### src/rtl/stream_mux_rr.sv
// N-channel valid/ready stream mux into a single registered output stage; select by sel port or round-robin (MUX_RR_EN).
// Latency: 1 cycle from input transfer to out_valid; sustains 1 word/cycle with out_ready held high.
// Backpressure: in_ready of the granted channel follows (!out_valid || out_ready) combinationally; all other in_ready are 0.
//
// Build option: define MUX_RR_EN to enable the round-robin pointer, RR grant logic and the mode input.
// Without it the block is fixed-select only and mode is ignored.

module stream_mux_rr #(
    parameter int W = 8,
    parameter int N = 4
) (
    input  logic                 clk,
    input  logic                 rst,
    input  logic [N*W-1:0]       in_data,
    input  logic [N-1:0]         in_valid,
    output logic [N-1:0]         in_ready,
    input  logic [$clog2(N)-1:0] sel,
    input  logic                 mode,
    output logic [W-1:0]         out_data,
    output logic                 out_valid,
    input  logic                 out_ready,
    output logic [$clog2(N)-1:0] out_ch
);

    localparam int SW = $clog2(N);

    // Per-channel view of the flat input bus.
    logic [W-1:0] ch_data [N];

    for (genvar k = 0; k < N; k++) begin : g_ch
        assign ch_data[k] = in_data[k*W +: W];
    end

    // Output stage can accept a word when empty or draining; never during reset.
    logic load_en;
    assign load_en = !rst && (!out_valid || out_ready);

    // Fixed-select grant: an out-of-range sel (non-power-of-two N) grants nobody.
    logic fix_vld;
    assign fix_vld = ({1'b0, sel} < (SW+1)'(N));

    logic [SW-1:0] gnt_g;
    logic          gnt_vld;
    logic          xfer;

`ifdef MUX_RR_EN
    logic [SW-1:0] ptr;
    logic [SW-1:0] rr_g;
    logic          rr_vld;
    logic [SW:0]   rr_idx;

    // Round-robin search: first valid channel at or after ptr, wrapping modulo N.
    always_comb begin
        rr_vld = 1'b0;
        rr_g   = '0;
        rr_idx = '0;
        for (int k = 0; k < N; k++) begin
            rr_idx = {1'b0, ptr} + (SW+1)'(k);
            if (rr_idx >= (SW+1)'(N)) begin
                rr_idx = rr_idx - (SW+1)'(N);
            end
            if (!rr_vld && in_valid[rr_idx[SW-1:0]]) begin
                rr_vld = 1'b1;
                rr_g   = rr_idx[SW-1:0];
            end
        end
    end

    assign gnt_g   = mode ? rr_g   : sel;
    assign gnt_vld = mode ? rr_vld : fix_vld;

    // Pointer advances past the served channel only on an RR transfer; the wrap is explicit for non-power-of-two N.
    always_ff @(posedge clk) begin
        if (rst) begin
            ptr <= '0;
        end else if (xfer && mode) begin
            ptr <= (rr_g == SW'(N-1)) ? '0 : rr_g + SW'(1);
        end
    end
`else
    logic unused_mode;
    assign unused_mode = mode;

    assign gnt_g   = sel;
    assign gnt_vld = fix_vld;
`endif

    assign xfer = gnt_vld && load_en && in_valid[gnt_g];

    // Only the granted channel sees ready, and only when the output stage can take a word.
    always_comb begin
        in_ready = '0;
        if (gnt_vld && load_en) begin
            in_ready = N'(1) << gnt_g;
        end
    end

    // Single-entry output register: load on transfer, empty when draining with nothing to load, hold otherwise.
    always_ff @(posedge clk) begin
        if (rst) begin
            out_valid <= 1'b0;
            out_data  <= '0;
            out_ch    <= '0;
        end else if (load_en) begin
            out_valid <= xfer;
            if (xfer) begin
                out_data <= ch_data[gnt_g];
                out_ch   <= gnt_g;
            end
        end
    end

endmodule
### config.mk
export PLATFORM = sky130hd
export DESIGN_NAME = stream_mux_rr
export DESIGN_NICKNAME = d
export VERILOG_FILES = /design/src/rtl/stream_mux_rr.sv
export SDC_FILE = /design/constraint.sdc
export NUM_CORES = 1
export LEC_CHECK = 0
export ABC_CLOCK_PERIOD_IN_PS = 1200
export BUFFER_PORTS_ARGS = -buffer_cell sky130_fd_sc_hd__clkbuf_2
export CELL_PAD_IN_SITES_DETAIL_PLACEMENT = 0
export CELL_PAD_IN_SITES_GLOBAL_PLACEMENT = 1
export CORE_UTILIZATION = 24
export CTS_BUF_LIST = sky130_fd_sc_hd__clkbuf_16
export CTS_CLUSTER_DIAMETER = 40
export DETAILED_ROUTE_END_ITERATION = 8
export GPL_TIMING_DRIVEN = 0
export PLACE_DENSITY = 0.86
export SYNTH_ARGS = -nofsm -noshare
export SYNTH_HDL_FRONTEND = slang
export SYNTH_SLANG_ARGS = --single-unit
### constraint.sdc
create_clock -name clk -period 1.2 [get_ports clk]
set_input_delay 0.18 -clock clk [delete_from_list [all_inputs] [get_ports clk]]
set_output_delay 0.18 -clock clk [all_outputs]
set_load 0.03 [all_outputs]
# After elaboration in Yosys (flattened, before gate mapping)
# Index checks and enable logic that the tools add are counted.
# classes
n_mux	6
order_cmp	2
n_shift	1
n_reduce_logical	6
bitwise	1
# op_table
operator	count
binary-select mux 8 bit (select 2 bit)	1
2-to-1 mux 8 bit	2
2-to-1 mux 4 bit	1
<< shifter 1 x 2 -> 4 bit, first input constant	1
>= comparator 3 bit, second input constant	1
less-than comparator 2 x 3 -> 1 bit, second input constant	1
NOT 2 -> 3 bit	1
binary-select mux 1 bit (select 2 bit)	1
logical AND 1 bit	2
logical NOT 1 bit	2
AND reduction 2 bit	1
logical OR 1 bit	1
2-to-1 mux 1 bit	1
# word_totals
register_bits	11
out_inout_bits	15
input_bits	42
elab_cells	19

# Longest topological paths before layout
# logic_depth
word_depth	5
ltp_mapped	6
ltp_nobuf	4

# Worst setup path before layout
# Ideal clock, no wire load.
# synth_timing
kind	reg-to-output
from	register out_valid
to	output in_ready[1]
n_path_buf	0
stages_incl_launch_ff	3
setup_slack_ns	-0.665
required_ns	1.020
arrival_time_ns	1.685
path_cell_list	dfxtp_1 > nor2b_1 > nor4b_1
# synth_between
elab_chain_cells	4
# synth_lines
element	line	text
from (decl)	20	output logic out_valid,
from (signal assigned)	105	out_valid <= xfer;
logical NOT 1 bit	36	assign load_en = !rst && (!out_valid || out_ready);
logical OR 1 bit	36	
logical AND 1 bit	36	
2-to-1 mux 4 bit	93	if (gnt_vld && load_en) begin
to (decl)	16	output logic [N-1:0] in_ready,
# Every way passes these cells.

# Final worst setup path
# Ends and elaborated chain as after synthesis.

==> results.toml <==
[setup_path]
worstReg2RegEnd = "out_ch[1]"
cp_data_arrival_time_ns = 1.17
reg2reg_depth = 5
cp.required_ns = 1.02
critPathBufInv = 1
cp-end-kind = "primary output"
cp_num_cells = 3
critical_path_class = "flop to primary output"
max_stage_delay_ns = 0.34
timing.rr.start = "out_valid"
reg2reg_slack_ns = -0.14
critPathTopFamily = "simple AND/OR/NAND/NOR gates"
crit_slowest_cell = "dfxtp_4"
crit_path_start_kind = "flop"
crit_fanout = 6
cp_cell_sequence = "nor2b_4 -> nor4b_4 -> clkbuf_8"

[floorplan]
die_area_sq_um = 3200
boundaryPins = 57
core_sq_um = 2780
die_y_um = 56.6
initial_core_util_pct = 25.7
rows = 19
die_x_um = 56.6

[pwr]
leakage_nw = 0.561
p_per_area_nw_per_um2 = 1130
peakVddDrop_mv = 0.624

[finish]
layout_common_cells = "49 x clkbuf_2, 10 x dfxtp_1, 9 x nand3_2, 9 x o21ai_1, 8 x mux4_2"
drive_gt1_share_pct = 75.2
design_area_sq_um = 1300
antenna_cells = 0
nFillCells = 257
area_growth_pct = 81.4
fin_nets = 172
mostFrequentLayoutCell = "clkbuf_2"

[placed_design]
post-dp-hpwl_um = 1720
numPortBuffers = 54
placed_cell_area_sq_um = 1090
place.gp.congestion = 0.653

[outcome]
status = "finished with violations"
violations = "setup timing"

[sta]
grt_setup_unrepaired = "true"
slew_viol_final = 0
period_share_pct = 112
max_freq_mhz = 743
finalHoldViolations = 0
slew_headroom_pct = 59.3
final.setup.tns_ns = -1.77
timing.hold.ws_ns = 0.265
skew_ns = 0.00210
setup_viol = 14
worst_pin_slew_ns = 0.611
fin_crit_ns = 1.35
fin_ws_ns = -0.147

[clock_tree]
clock-root-buffer = "clkbuf_16"
cts_tree = "done"
insertion_delay_ns = 0.24
cts_buffer_depth = 2
clock_sinks = 11
clk_pin_slew_ns = 0.04
htreeDepth = 1
cts_buffers = 3

[synth]
ys_ff_latch = 11
yosysUniqueCellTypes = 23
ys_seq_area_share_pct = 30.8
synth.net_count = 112
synth_warnings = 0
synth_area_per_cell_sq_um = 10.2
syn-cell-area_sq_um = 714
syn-instance-count = 70

[grt]
antenna_found_initial = 0
grt_usage_pct = 14.0
grt_pass1_wl_um = 3400
grt.overflow.total = 0
grt_max_degree = 11
first_global_vias = 761

[min_path]
min_path_type = "primary input to flop"
holdPathEnd = "out_data[3]"
hold_depth = 2
hp-start = "rst"

[route]
firstDrtPassIters = 4
drtIter0Drc = 17
via_count = 813
wire_per_inst_um = 14.2
drc = 0
wirelength_um = 2270
postRouteAntennaNets = 0
routed_via_density = 5.08

[flow_run]
maxCapViolCount = 0
==> layout make-up <==
type                    count  area, sq um  share of cell area, %
multi-input cells          52          587                   45.3
repair buffers             55          310                   23.9
flip-flops and latches     11          224                   17.3
clock buffers               3         75.1                   5.79
plain buffers               6         53.8                   4.15
well taps                  31         38.8                   2.99
clock inverters             1         3.75                  0.290
inverters                   1         3.75                  0.290
==> worst reg2reg max path: stages (launching register included) <==
cell,delay [ns]
dfxtp_4,0.34
nor2b_4,0.17
or3_4,0.41
buf_6,0.15
a21oi_2,0.11
nor2_1,0.04
==> cell usage after synthesis (all sizes together) <==
master   n  area [sq um]
a21oi   11          58.8
dfxtp   11           220
nand3   10          50.1
o21ai   10          50.0
mux4     8           180
buf      5          40.0
nor4     2          12.5
nor4b    2          17.5
and3     1          6.26
clkbuf   1          3.75
inv      1          3.75
mux2     1          15.0
mux2i    1          13.8
nand2    1          3.75
nand2b   1          6.26
nor2     1          3.75
nor2b    1          6.26
nor3     1          16.3
or3      1          6.26
==> cell families after synthesis <==
kind of cell,synth area share [%]
AO/OA/AOI/OAI,15.2
buffers and inverters,6.65
flip-flops,30.8
multiplexers,29.2
AND/OR/NAND/NOR,18.0
==> per-stage QoR <==
step                utilization [%]  worst slack (ns)  power [mW]  std cells
detailed placement             39.2            -0.314       0.812        155
global placement               39.2            -0.321       0.805        155
finish                         46.6            -0.147        1.47        160
CTS                            43.3            -0.151        1.43        159
global route                   46.6            -0.174        1.52        160
floorplan                         -            -0.118       0.676         70
==> state kept, by name (all words and copies together), names as in the netlist <==
register and count:
out_ch 2, out_data 8, out_valid 1
==> worst max path at each step <==
stage | startpoint | end | slack [ns]
3_3_place_gp | sel[1] | in_ready[3] | -0.32
5_1_grt | out_valid | in_ready[1] | -0.17
4_1_cts | out_valid | in_ready[3] | -0.15
6_report | out_valid | in_ready[1] | -0.15
3_5_place_dp | sel[1] | in_ready[3] | -0.31
2_1_floorplan | sel[0] | in_ready[0] | -0.12
==> power by group <==
group,leakage [nW],internal (mW),switching [mW]
Clock,0.0423,0.438,0.175
Combinational,0.427,0.201,0.232
Sequential,0.0911,0.398,0.0227
Total,0.561,1.04,0.430
==> timing repair <==
item / in CTS / in global routing
cloned: 0 / 1
buffers inserted: 0 / 0
setup endpoints to repair: 14 / 14
pin swaps: 0 / 12
gates resized for setup: 9 / 22
hold buffers: 0 / 0
==> layer usage <==
layer  GRT usage (%)  part of all wire [%]  vias to the layer above
li1                -                     -                      391
met3            4.84                   8.1                        5
met5               0                     0                        -
met1            16.4                    42                      379
met2            22.5                    48                       38
met4            7.32                   2.3                        0
(Power assumes the default switching activity.)
